[src/rtl/calc_display_driver.sv]
// calc_display_driver
//   Converts the calculator's signed 32-bit result into eight seven-segment
//   digits and scans them onto a common-anode multiplexed display.
//   A sequential double-dabble converter turns the value into signed decimal
//   with leading-zero blanking. A free-running scanner lights one digit at a
//   time for REFRESH_DIV cycles.
//
// Parameters
//   REFRESH_DIV   clock cycles each digit stays lit (>= 2)
// Ports
//   clk           system clock, rising edge
//   rst           synchronous active-high reset
//   displayedNum  signed two's-complement value to display
//   seg[6:0]      segment cathodes, active-low, bit0=a .. bit6=g
//   dp            decimal point, active-low, always off
//   an[7:0]       digit anodes, active-low, bit0 = rightmost digit
//   busy          high while a conversion is in flight
module calc_display_driver #(
    parameter int unsigned REFRESH_DIV = 100000
) (
    input  logic        clk,
    input  logic        rst,
    input  logic [31:0] displayedNum,
    output logic [6:0]  seg,
    output logic        dp,
    output logic [7:0]  an,
    output logic        busy
);

    typedef enum logic [1:0] {
        ST_IDLE,
        ST_SHIFT,
        ST_FORMAT
    } state_e;

    localparam int unsigned PW = (REFRESH_DIV > 2) ? $clog2(REFRESH_DIV) : 1;
    localparam logic [PW-1:0] PRESC_LAST = PW'(REFRESH_DIV - 1);

    // Internal digit codes: 0-9 are decimal values, plus two symbols.
    localparam logic [3:0] D_MINUS = 4'hA;
    localparam logic [3:0] D_BLANK = 4'hF;
    // Image of the value 0: digit0 = '0', everything else blank.
    localparam logic [7:0][3:0] ZERO_IMAGE = 32'hFFFF_FFF0;

    // Converter state
    state_e           state_q, state_d;
    logic [31:0]      last_val_q, last_val_d;
    logic             neg_q, neg_d;
    logic [31:0]      mag_q, mag_d;
    logic [39:0]      bcd_q, bcd_d;
    logic [4:0]       iter_q, iter_d;
    logic             busy_q, busy_d;
    logic [7:0][3:0]  digit_q, digit_d;

    // Scanner state
    logic [PW-1:0]    presc_q, presc_d;
    logic [2:0]       idx_q, idx_d;
    logic [7:0]       an_q, an_d;
    logic [6:0]       seg_q, seg_d;

    // Format helpers
    logic [39:0]      bcd_adj;
    logic             ovf;
    int unsigned      msd;
    logic [7:0][3:0]  fmt;

    function automatic logic [6:0] seg_code(input logic [3:0] d);
        logic [6:0] c;
        case (d)
            4'd0:    c = 7'h40;
            4'd1:    c = 7'h79;
            4'd2:    c = 7'h24;
            4'd3:    c = 7'h30;
            4'd4:    c = 7'h19;
            4'd5:    c = 7'h12;
            4'd6:    c = 7'h02;
            4'd7:    c = 7'h78;
            4'd8:    c = 7'h00;
            4'd9:    c = 7'h10;
            D_MINUS: c = 7'h3F;
            default: c = 7'h7F;
        endcase
        return c;
    endfunction

    // State register
    always_ff @(posedge clk) begin
        if (rst) begin
            state_q    <= ST_IDLE;
            last_val_q <= '0;
            neg_q      <= 1'b0;
            mag_q      <= '0;
            bcd_q      <= '0;
            iter_q     <= '0;
            busy_q     <= 1'b0;
            digit_q    <= ZERO_IMAGE;
            presc_q    <= '0;
            idx_q      <= '0;
            an_q       <= '1;
            seg_q      <= '1;
        end else begin
            state_q    <= state_d;
            last_val_q <= last_val_d;
            neg_q      <= neg_d;
            mag_q      <= mag_d;
            bcd_q      <= bcd_d;
            iter_q     <= iter_d;
            busy_q     <= busy_d;
            digit_q    <= digit_d;
            presc_q    <= presc_d;
            idx_q      <= idx_d;
            an_q       <= an_d;
            seg_q      <= seg_d;
        end
    end

    // Next-state and converter datapath
    always_comb begin
        state_d    = state_q;
        last_val_d = last_val_q;
        neg_d      = neg_q;
        mag_d      = mag_q;
        bcd_d      = bcd_q;
        iter_d     = iter_q;
        busy_d     = busy_q;
        digit_d    = digit_q;

        // Add-3 correction for every BCD nibble >= 5 before the shift.
        bcd_adj = bcd_q;
        for (int unsigned i = 0; i < 10; i++) begin
            if (bcd_q[4*i +: 4] >= 4'd5)
                bcd_adj[4*i +: 4] = bcd_q[4*i +: 4] + 4'd3;
        end

        // Overflow is read from the BCD result: a non-negative value needs
        // digits 8-9 clear; a negative one also needs digit 7 for the sign.
        ovf = neg_q ? (bcd_q[39:28] != '0) : (bcd_q[39:32] != '0);

        msd = 0;
        for (int unsigned i = 0; i < 8; i++) begin
            if (bcd_q[4*i +: 4] != 4'd0)
                msd = i;
        end

        fmt = '1;
        for (int unsigned i = 0; i < 8; i++) begin
            if (ovf)
                fmt[i] = D_MINUS;
            else if (i <= msd)
                fmt[i] = bcd_q[4*i +: 4];
            else if (neg_q && (i == msd + 1))
                fmt[i] = D_MINUS;
            else
                fmt[i] = D_BLANK;
        end

        case (state_q)
            ST_IDLE: begin
                if (displayedNum != last_val_q) begin
                    last_val_d = displayedNum;
                    neg_d      = displayedNum[31];
                    // 32-bit unsigned negate is exact for -2^31 (gives 2^31),
                    // so the 33rd magnitude bit is never needed.
                    mag_d      = displayedNum[31] ? (~displayedNum + 32'd1)
                                                  : displayedNum;
                    bcd_d      = '0;
                    iter_d     = '0;
                    busy_d     = 1'b1;
                    state_d    = ST_SHIFT;
                end
            end
            ST_SHIFT: begin
                {bcd_d, mag_d} = {bcd_adj[38:0], mag_q, 1'b0};
                iter_d = iter_q + 5'd1;
                if (iter_q == 5'd31)
                    state_d = ST_FORMAT;
            end
            ST_FORMAT: begin
                digit_d = fmt;
                busy_d  = 1'b0;
                state_d = ST_IDLE;
            end
            default: state_d = ST_IDLE;
        endcase
    end

    // Scanner and registered display outputs
    always_comb begin
        presc_d = presc_q;
        idx_d   = idx_q;
        if (presc_q == PRESC_LAST) begin
            presc_d = '0;
            idx_d   = idx_q + 3'd1;
        end else begin
            presc_d = presc_q + PW'(1);
        end
        // an and seg both follow idx_q, so they always switch together.
        an_d  = ~(8'd1 << idx_q);
        seg_d = seg_code(digit_q[idx_q]);
    end

    assign an   = an_q;
    assign seg  = seg_q;
    assign dp   = 1'b1;
    assign busy = busy_q;

endmodule

[config.mk]
export PLATFORM = sky130hd
export DESIGN_NAME = calc_display_driver
export DESIGN_NICKNAME = d
export VERILOG_FILES = /design/src/rtl/calc_display_driver.sv
export SDC_FILE = /design/constraint.sdc
export NUM_CORES = 1
export LEC_CHECK = 0
export BUFFER_PORTS_ARGS = -buffer_cell sky130_fd_sc_hd__clkbuf_2
export CORE_ASPECT_RATIO = 0.6
export CORE_MARGIN = 10
export CORE_UTILIZATION = 55
export CTS_CLUSTER_SIZE = 16
export DETAILED_ROUTE_END_ITERATION = 8
export HOLD_SLACK_MARGIN = 0.05
export MAX_ROUTING_LAYER = met4
export PLACE_DENSITY = 0.8
export SKIP_CTS_REPAIR_TIMING = 1
export SLEW_MARGIN = 20
export SYNTH_ARGS = -nofsm -noshare
export SYNTH_HDL_FRONTEND = slang
export SYNTH_SLANG_ARGS = --single-unit
[constraint.sdc]
create_clock -name clk -period 3.1 [get_ports clk]
set_clock_uncertainty 0.15 [all_clocks]
set_input_delay 0.465 -clock clk [delete_from_list [all_inputs] [get_ports clk]]
set_output_delay 0.465 -clock clk [all_outputs]
set_load 0.01 [all_outputs]
==> summary.md, run 1 <==
| Metric | Value |
|---|---|
| Final number of hold-violating endpoints | `0` |
| Area Overhead vs Synth | `11.9%` |
| Count of TritonRoute iterations in the first routing pass | `5` |
| Status | `finished, final reports clean` |
| Clk Latency, worst-skew pair | `0.43 ns` |
| Dpl cells | `1,342` |
| Placeable core region | `0.0171 sq mm` |
| Vias | `8,007` |
| Iter 0 DRT Violations | `861` |
| Wire length of the first global-routing pass | `37,900 microns` |
| Leading area contributor after synthesis | `sky130_fd_sc_hd__dfxtp_1` |
| Total global routing track utilization | `20.4%` |
| Routed length per placed instance | `16.9 microns` |
| Initial core utilization | `56.0%` |
| Slew at the pin closest to its max-slew limit | `0.698 ns` |
| Crit start category | `flop` |
| Top_reg_cell synth | `sky130_fd_sc_hd__dfxtp_1` |
| CTS tree | `yes` |
| Total number of H-tree levels | `4` |
| Number of nets in the layout | `1,205` |
| Top-level I/O count | `51` |
| Syn nets | `1,176` |
| Commonest non-fill, non-tap cells in the layout | `179 x sky130_fd_sc_hd__dfxtp_1, 152 x sky130_fd_sc_hd__nor2_1, 86 x sky130_fd_sc_hd__nand2_1` |
| Warnings from Yosys | `0` |
| Area of all placed cells without fillers | `0.0107 sq mm` |
| Class of the worst hold path | `in2reg` |
| Final estimated routing congestion in global placement | `0.943` |
| Clock buffer depth | `2` |
| Share of flip-flops with an asynchronous set or reset | `0%` |
| Total detailed-routing wirelength | `23,300 microns` |
| Detailed-route vias per instance | `5.83` |
| Max FO, Critical Path | `6` |
| Flip-flop and latch count after synthesis | `179` |
| Number of global-route vias before repair | `7,370` |
| Clock-pin slew reported for the worst setup and hold paths after clock tree synthesis | `0.06 ns` |
| DIE AREA | `0.0232 sq mm` |
| Share of the synthesized area in the top cell type | `37.5%` |
| Setup violations, final | `0` |
| Count of unresolved DRC violations after routing | `0` |
| Number of antenna violations at the first check in global routing | `1` |
| DIE HEIGHT | `122 microns` |
| Clock Sinks | `179` |
| Data required time of the critical path | `3.25 ns` |
| Final worst path period share | `97.1%` |
| Overall die width | `190 microns` |
| Max Slew Vio Count | `0` |
| Post-layout utilization of the core | `62.6%` |
| Power Density | `461 mW/mm^2` |
| Crit Path Category | `reg2reg` |
| Max-capacitance violation count | `0` |
| Clock root cell | `sky130_fd_sc_hd__clkbuf_16` |
| Post-synth EDFFs | `0` |
| Total chip power | `4.93 mW` |
| Peak ir drop on the vdd network | `0.373 mV` |
| Cell count after synthesis | `1,098` |
| Total overflow reported by the global router | `0` |
| Post-placement cell area | `0.0101 sq mm` |
| Static leakage | `4.25 nW` |
| Maximum number of pins on one net before global-route repair | `59` |
| Fraction of the yosys area taken by sequential cells | `37.5%` |
| Total standard cell area after synthesis | `0.00956 sq mm` |
| Post-synth cell types | `66` |
| Min Clock Period, post-route | `3.01 ns` |
| Crit path arrival time | `3.16 ns` |
| Most common library cell in the layout ignoring fill and taps | `sky130_fd_sc_hd__dfxtp_1` |
| Antenna Nets Post-Route | `0` |
| Layout cells sized above 1 | `14.0%` |
| Max Clock Freq | `0.332 GHz` |
| Kind of end point of the critical path | `flop` |
| Slew margin rel. | `53.5%` |
| Site row count | `37` |
| Post-layout instance count excluding filler cells | `1,373` |
| Mean instance size in the synthesized netlist | `8.71 sq um` |
| Number of buffers created by CTS | `17` |
| Input/output buffers | `49` |
| Detailed-placement wirelength estimate | `16,100 microns` |
| Main area contributors after synthesis | `sky130_fd_sc_hd__dfxtp_1 37%, sky130_fd_sc_hd__nor2_1 6.0%, sky130_fd_sc_hd__ha_1 5.8%` |
==> cell type report <==
cell class	instances	area, sq um
Fill cell	1414	6390
Multi-Input combinational cell	814	5580
Sequential cell	179	3580
Timing Repair Buffer	81	563
Clock buffer	26	519
Tap cell	234	293
Inverter	34	128
Clock inverter	4	22.5
Antenna cell	1	2.50
==> state kept, by name, summed over array words and instances (netlist names), 3 cells and up <==
signal / count
seg: 7
iter_q: 5
mag_q: 32
presc_q: 17
digit_q: 32
an: 8
bcd_q: 40
last_val_q: 32
idx_q: 3
==> logic make-up (layout without fill, tap and decap cells) <==
| logic type | after synthesis | in the layout | share of synthesized area (%) |
|---|---|---|---|
| AO/OA/AOI/OAI | 217 | 217 | 15.0 |
| AND/OR/NAND/NOR | 391 | 391 | 20.0 |
| multiplexers | 72 | 72 | 8.84 |
| adder cells (fa/ha/maj) | 44 | 44 | 5.76 |
| flip-flops | 179 | 179 | 37.5 |
| buffers and inverters | 105 | 145 | 4.70 |
| other | 1 | 2 | 0.0392 |
| XOR/XNOR | 89 | 89 | 8.15 |
==> worst max-delay path: stages, from the launching register on <==
cell and delay [ns]:
sky130_fd_sc_hd__dfxtp_1 0.36, sky130_fd_sc_hd__inv_1 0.09, sky130_fd_sc_hd__ha_2 0.20, sky130_fd_sc_hd__or3b_2 0.48, sky130_fd_sc_hd__o21bai_4 0.21, sky130_fd_sc_hd__a21bo_2 0.27
sky130_fd_sc_hd__nand2_1 0.10, sky130_fd_sc_hd__nand2_1 0.09, sky130_fd_sc_hd__nand2_1 0.08, sky130_fd_sc_hd__ha_1 0.18, sky130_fd_sc_hd__nand3_2 0.13, sky130_fd_sc_hd__nand2b_4 0.19
sky130_fd_sc_hd__o31ai_2 0.23, sky130_fd_sc_hd__o21ai_0 0.12
==> synthesized netlist by cell type (32+ instances only) <==
cell / n
sky130_fd_sc_hd__a21oi_1: 51
sky130_fd_sc_hd__nand2b_1: 40
sky130_fd_sc_hd__ha_1: 44
sky130_fd_sc_hd__o21ai_0: 41
sky130_fd_sc_hd__inv_1: 32
sky130_fd_sc_hd__xor2_1: 53
sky130_fd_sc_hd__a22oi_1: 35
sky130_fd_sc_hd__nand2_1: 86
sky130_fd_sc_hd__xnor2_1: 36
sky130_fd_sc_hd__mux2i_1: 54
sky130_fd_sc_hd__dfxtp_1: 179
sky130_fd_sc_hd__nor2_1: 153
sky130_fd_sc_hd__clkbuf_1: 49
==> through the flow <==
| step | hold WS [ns] | TNS, ns | worst slack [ns] |
|---|---|---|---|
| after floorplan | 0.263 | 0 | 0.319 |
| after global placement | 0.276 | 0 | 0.0585 |
| after detailed placement | 0.282 | -0.165 | -0.0691 |
| after CTS | 0.198 | -0.227 | -0.0864 |
| after global routing | 0.208 | -0.0446 | -0.0187 |
| final | 0.201 | 0 | 0.0895 |
==> layer usage <==
metal  vias to the layer above  share of wire, %  global-route usage [%]
met1                      3793                48                    28.8
met4                         0               1.1                    4.41
li1                       3897                 -                       -
met2                       293                42                    28.3
met3                        24               8.3                    5.59
met5                         -                 0                       -
==> path summary, 6_finish.rpt <==
kind,from,to,slack (ns),depth (start not counted)
max,bcd_q[12],digit_q[28],0.09,13
min,displayedNum[30],last_val_q[30],0.20,3
max reg2reg,bcd_q[12],digit_q[28],0.09,13
min reg2reg,presc_q[0],presc_q[0],0.29,1
==> power by group <==
group	leakage (nW)	internal [mW]	switching [mW]	total [mW]
Clock	0.268	1.14	0.870	2.01
Combinational	2.52	0.196	0.286	0.482
Sequential	1.46	2.38	0.0528	2.43
Total	4.25	3.72	1.21	4.93
Note: power is estimated with default switching activity, not from simulation.
==> run 2: changes to the inputs <==
- clock period: 3.1 -> 3.85 ns (I/O delays scaled with it)
==> run 2 against run 1 <==
Effect of this change:
- total power fell by 16%
- die area did not move
- non-clock buffer count fell by 17
- first-iteration DRC count rose by 2.9%
- highest routed layer unchanged
==> summary.md, run 2 (synthesized netlist as in run 1, its figures left out) <==
| Metric | Value |
|---|---|
| Critical path's largest stage delay | `0.48 ns (about the same)` |
| Crit start category | `flop` |
| Class of the worst hold path | `reg2reg` |
| Number of global-route vias before repair | `7,504 (+1.8%)` |
| Iter 0 DRT Violations | `886 (+2.9%)` |
| WHS | `0.290 ns (+0.0888 ns)` |
| Post-placement cell area | `0.00991 sq mm (-1.9%)` |
| Data required time of the critical path | `4.00 ns (+0.75 ns)` |
| Reg-to-reg critical path startpoint | `bcd_q[8]` |
| Commonest non-fill, non-tap cells in the layout | `179 x sky130_fd_sc_hd__dfxtp_1, 152 x sky130_fd_sc_hd__nor2_1, 86 x sky130_fd_sc_hd__nand2_1` |
| Overall die width | `190 microns (unchanged)` |
| Total number of H-tree levels | `4 (unchanged)` |
| List of cells traversed by the critical path | `inv_1 -> ha_1 -> or3b_2 -> o21bai_1 -> a21bo_2 -> nand2_1 -> nand2_1 -> nand2_1 -> ha_1 -> nand3_1 -> nand2b_1 -> nor3_1 -> o31ai_1` |
| Routed length per placed instance | `16.9 microns (-0.22%)` |
| Final number of hold-violating endpoints | `0 (unchanged)` |
| Clock root cell | `sky130_fd_sc_hd__clkbuf_16` |
| Max Clock Freq | `0.299 GHz (-10%)` |
| Final estimated routing congestion in global placement | `0.897 (-4.9%)` |
| Final worst path period share | `86.9% (-10 points)` |
| Total global routing track utilization | `20.3% (-0.052 points)` |
| Count of TritonRoute iterations in the first routing pass | `6 (+1)` |
| Status | `finished, final reports clean` |
| Max FO, Critical Path | `6 (unchanged)` |
| Total overflow reported by the global router | `0 (unchanged)` |
| Vias | `7,879 (-1.6%)` |
| CTS tree | `yes` |
| Clock buffer depth | `2 (unchanged)` |
| Input/output buffers | `49 (unchanged)` |
| Crit path arrival time | `3.49 ns (+0.33 ns)` |
| Library cell contributing the largest single delay on the critical path | `sky130_fd_sc_hd__or3b_2` |
| Wire length of the first global-routing pass | `37,800 microns (-0.23%)` |
| Number of buffers created by CTS | `17 (unchanged)` |
| Total detailed-routing wirelength | `22,900 microns (-1.4%)` |
| Layout cells sized above 1 | `11.9% (-2.0 points)` |
| Origin of the worst setup path | `bcd_q[8]` |
| Top-level I/O count | `51 (unchanged)` |
| Placeable core region | `0.0171 sq mm (unchanged)` |
| End of the worst register-to-register path | `digit_q[16]` |
| Peak ir drop on the vdd network | `0.342 mV (-8.5%)` |
| Crit Path Category | `reg2reg` |
| Detailed-route vias per instance | `5.81 (-0.44%)` |
| Clk Latency, worst-skew pair | `0.43 ns (about the same)` |
| Kind of end point of the critical path | `flop` |
| Clock Sinks | `179 (unchanged)` |
| Number of antenna violations at the first check in global routing | `0 (-1)` |
| Setup violations, final | `0 (unchanged)` |
| Static leakage | `4.15 nW (-2.4%)` |
| Hold Path Stages | `1 (-2)` |
| Beginning of the worst hold path | `presc_q[0]` |
| Register-to-register path setup slack | `0.50 ns (+0.41 ns)` |
| Maximum number of pins on one net before global-route repair | `84 (+42%)` |
| Number of flip-flops under the largest register name | `40 (unchanged)` |
| Initial core utilization | `56.0% (unchanged)` |
| DIE AREA | `0.0232 sq mm (unchanged)` |
| Critical Path Most Common Cell | `sky130_fd_sc_hd__nand2_1` |
| Power Density | `393 mW/mm^2 (-15%)` |
| Slew at the pin closest to its max-slew limit | `0.929 ns (+0.231 ns)` |
| Max-capacitance violation count | `0 (unchanged)` |
| Number of nets in the layout | `1,188 (-1.4%)` |
| Area of all placed cells without fillers | `0.0105 sq mm (-1.6%)` |
| Max Slew Vio Count | `0 (unchanged)` |
| Setup tns final | `0 ns (unchanged)` |
| R2R cell count | `13 (unchanged)` |
| Count of unresolved DRC violations after routing | `0 (unchanged)` |
| Detailed-placement wirelength estimate | `16,000 microns (-0.85%)` |
| Site row count | `37 (unchanged)` |
| Number of diodes | `0 (-1)` |
| WHS Endpoint | `presc_q[0]` |
| Register ranked first by flip-flop count | `bcd_q` |
| Setup repair after global routing missed its margin | `no` |
| Slew margin rel. | `37.9% (-16 points)` |
| Area Overhead vs Synth | `10.0%` |
| Placement-stage worst setup slack | `0.611 ns (+0.680 ns)` |
| Min Clock Period, post-route | `3.35 ns (+0.335 ns)` |
| Most common library cell in the layout ignoring fill and taps | `sky130_fd_sc_hd__dfxtp_1` |
| DIE HEIGHT | `122 microns (unchanged)` |
| Fillers | `1,415 (+0.071%)` |
| Clock-pin slew reported for the worst setup and hold paths after clock tree synthesis | `0.07 ns (about the same)` |
| Final setup margin | `0.504 ns (+0.415 ns)` |
| Antenna Nets Post-Route | `0 (unchanged)` |
-- run 2: per-layer routing --
layer	up-vias	global-route usage (%)	share of wire [%]
met3	24	4.25	7.2
li1	3861	-	-
met4	0	5.04	0.89
met1	3749	29.2	50
met2	245	28.3	42
met5	-	-	0
-- run 2: stage by stage --
step                      power, mW  cells  util (%)
final                          4.14   1357      61.6
after global placement         2.36   1325      58.0
after global routing           4.27   1357      61.6
after CTS                      4.15   1357      61.6
after detailed placement       2.37   1325      58.0
after floorplan                2.26   1098         -
-- run 2: worst max path at each step --
stage | slack [ns] | end | cells after the start
final | 0.50 | digit_q[16] | 13
after global routing | 0.26 | digit_q[16] | 13
after CTS | 0.60 | digit_q[16] | 13
after detailed placement | 0.61 | digit_q[16] | 13
after global placement | 0.78 | digit_q[16] | 13
after floorplan | 1.07 | digit_q[28] | 13
-- run 2: final cells by class --
class	instances	area [sq um]	share of cell area [%]
timing repair buffer	64	373	3.55
multi-input combinational	814	5530	52.6
tap	234	293	2.78
clock inverter	8	125	1.19
clock buffer	24	482	4.58
sequential	179	3580	34.1
inverter	34	128	1.21
-- run 2: critical path: cells and delay by family (launching register included) --
kind,cells,cell delay (ns)
simple gates,7,1.33
compound gates,3,0.74
fa+ha+maj,2,0.49
flops,1,0.39
buf+inv,1,0.12
-- run 2: report_power, final --
| group | internal, mW | switching, mW |
|---|---|---|
| clock | 1.07 | 0.730 |
| combinational | 0.146 | 0.229 |
| sequential | 1.92 | 0.0435 |
==> run 3: changes to the inputs <==
- PLACE_DENSITY: 0.8 -> 0.83
- clock period: 3.85 -> 2.9 ns (I/O delays scaled with it)
==> run 3 against run 2 <==
Effect of this change:
- setup slack got worse by 0.49 ns
- final cell count up 2.6%
- sequential share of layout area is 1.4 points lower
- first-iteration DRC count is 20% higher
- critical path type unchanged
- critical endpoint is now digit_q[20]
- largest cell class unchanged
==> summary.md, run 3 (synthesized netlist as in run 1, its figures left out) <==
| Metric | Value |
|---|---|
| Number of flip-flops under the largest register name | `40 (unchanged)` |
| Antenna Nets Post-Route | `0 (unchanged)` |
| Origin of the worst setup path | `bcd_q[8]` |
| Site row count | `37 (unchanged)` |
| Clock root cell | `sky130_fd_sc_hd__clkbuf_16` |
| Maximum number of pins on one net before global-route repair | `70 (-17%)` |
| Internal power | `4.22 mW (+35%)` |
| Clock buffer depth | `2 (unchanged)` |
| Setup violations, final | `0 (unchanged)` |
| Wire length of the first global-routing pass | `40,400 microns (+6.9%)` |
| Top-level I/O count | `51 (unchanged)` |
| Number of global-route vias before repair | `7,754 (+3.3%)` |
| CTS tree | `yes` |
| Static leakage | `4.38 nW (+5.5%)` |
| Net switching share of the total power | `24.9% (+0.70 points)` |
| Crit path arrival time | `3.05 ns (-0.44 ns)` |
| Placeable core region | `0.0171 sq mm (unchanged)` |
| Total number of H-tree levels | `4 (unchanged)` |
| Count of unresolved DRC violations after routing | `0 (unchanged)` |
| Max-capacitance violation count | `0 (unchanged)` |
| Fillers | `1,293 (-8.6%)` |
| Switching power of the nets | `1.40 mW (+40%)` |
| Initial core utilization | `56.0% (unchanged)` |
| Setup tns final | `0 ns (unchanged)` |
| Number of diodes | `0 (unchanged)` |
| Vias | `8,256 (+4.8%)` |
| Overall die width | `190 microns (unchanged)` |
| Max FO, Critical Path | `3 (-3)` |
| Post-layout utilization of the core | `64.2% (+2.6 points)` |
| Final worst path period share | `99.5% (+13 points)` |
| Clk Latency, worst-skew pair | `0.45 ns (+0.02 ns)` |
| Clock-pin slew reported for the worst setup and hold paths after clock tree synthesis | `0.07 ns (about the same)` |
| Number of buffers created by CTS | `17 (unchanged)` |
| Detailed-placement wirelength estimate | `16,700 microns (+4.1%)` |
| Crit start category | `flop` |
| Layout cells sized above 1 | `15.9% (+4.0 points)` |
| Total detailed-routing wirelength | `24,700 microns (+7.6%)` |
| Count of TritonRoute iterations in the first routing pass | `5 (-1)` |
| Input/output buffers | `49 (unchanged)` |
| Data required time of the critical path | `3.07 ns (-0.93 ns)` |
| Final number of hold-violating endpoints | `0 (unchanged)` |
| Placement-stage worst setup slack | `-0.0742 ns (-0.685 ns)` |
| Register ranked first by flip-flop count | `bcd_q` |
| Reg-to-reg critical path startpoint | `bcd_q[8]` |
| Total global routing track utilization | `21.8% (+1.5 points)` |
| Post-layout instance count excluding filler cells | `1,392 (+2.6%)` |
| Max Slew Vio Count | `0 (unchanged)` |
| Part of the power in combinational logic | `9.4% (+0.3 points)` |
| Slew at the pin closest to its max-slew limit | `0.683 ns (-0.246 ns)` |
| Class of the worst hold path | `in2reg` |
| Clock Power Share | `44.4% (+0.8 points)` |
| Final estimated routing congestion in global placement | `0.942 (+5.0%)` |
| Area Overhead vs Synth | `14.7%` |
| Routed length per placed instance | `17.7 microns (+4.9%)` |
| Final setup margin | `0.0140 ns (-0.490 ns)` |
| Dpl cells | `1,360 (+2.6%)` |
| Crit Path Category | `reg2reg` |
| Most common library cell in the layout ignoring fill and taps | `sky130_fd_sc_hd__dfxtp_1` |
| Min Clock Period, post-route | `2.89 ns (-0.460 ns)` |
| Power Density | `513 mW/mm^2 (+31%)` |
| DIE AREA | `0.0232 sq mm (unchanged)` |
| Number of antenna violations at the first check in global routing | `0 (unchanged)` |
| Clock Sinks | `179 (unchanged)` |
| Total overflow reported by the global router | `0 (unchanged)` |
| Status | `finished, final reports clean` |
| Iter 0 DRT Violations | `1,064 (+20%)` |
| Commonest non-fill, non-tap cells in the layout | `179 x sky130_fd_sc_hd__dfxtp_1, 151 x sky130_fd_sc_hd__nor2_1, 85 x sky130_fd_sc_hd__nand2_1` |
| Beginning of the worst hold path | `displayedNum[13]` |
| Sequential cell fraction of total power | `46.2% (-1.2 points)` |
| Max Clock Freq | `0.347 GHz (+16%)` |
| Slew margin rel. | `54.5% (+17 points)` |
| Number of nets in the layout | `1,223 (+2.9%)` |
| Detailed-route vias per instance | `5.93 (+2.2%)` |
| Peak ir drop on the vdd network | `0.456 mV (+34%)` |
| DIE HEIGHT | `122 microns (unchanged)` |
| Kind of end point of the critical path | `flop` |
## run 3: final timing paths
path                    end  slack [ns]  cells after the start
max reg2reg     digit_q[20]        0.01                     13
min reg2reg      presc_q[0]        0.30                      1
min          last_val_q[13]        0.17                      3
max             digit_q[20]        0.01                     13
## run 3: worst max-delay path, cell delays in order, from the launching register on
cell and delay, ns:
sky130_fd_sc_hd__dfxtp_1 0.31, sky130_fd_sc_hd__inv_1 0.09, sky130_fd_sc_hd__ha_1 0.16, sky130_fd_sc_hd__or3b_4 0.41, sky130_fd_sc_hd__o21bai_4 0.17, sky130_fd_sc_hd__a21bo_2 0.17
sky130_fd_sc_hd__nand2_1 0.11, sky130_fd_sc_hd__nand2_1 0.17, sky130_fd_sc_hd__nand2_2 0.08, sky130_fd_sc_hd__ha_4 0.29, sky130_fd_sc_hd__nand3_1 0.09, sky130_fd_sc_hd__buf_4 0.18
sky130_fd_sc_hd__o31ai_1 0.24, sky130_fd_sc_hd__o21ai_0 0.14
## run 3: per-stage QoR
stage,cell area (sq um),hold WS (ns),power [mW]
floorplan,9560,0.263,3.00
global placement,10200,0.274,3.15
detailed placement,10200,0.294,3.17
CTS,10900,0.159,5.62
global route,11000,0.170,5.79
finish,11000,0.167,5.63
## run 3: power by group through the flow
stage / clock network [mW] / registers, mW / logic, mW
finish: 2.50 / 2.60 / 0.531
global route: 2.61 / 2.61 / 0.574
CTS: 2.50 / 2.60 / 0.523
detailed placement: 0 / 2.65 / 0.516
global placement: 0 / 2.65 / 0.505
floorplan: 0 / 2.64 / 0.360
## run 3: area by class of cell
class / count / area [sq um] / share of cell area [%]
clock inverters: 13 / 183 / 1.67
flip-flops and latches: 179 / 3580 / 32.7
repair buffers: 99 / 698 / 6.37
multi-input cells: 814 / 5630 / 51.4
well taps: 234 / 293 / 2.67
clock buffers: 19 / 443 / 4.04
inverters: 34 / 128 / 1.16
## run 3: routing by layer
layer	up-vias	wire [microns]	global-route usage [%]
li1	3932	-	-
met1	3969	11500	30.5
met2	336	10900	31.6
met3	19	2030	4.62
met4	0	176	4.70
met5	-	0	-
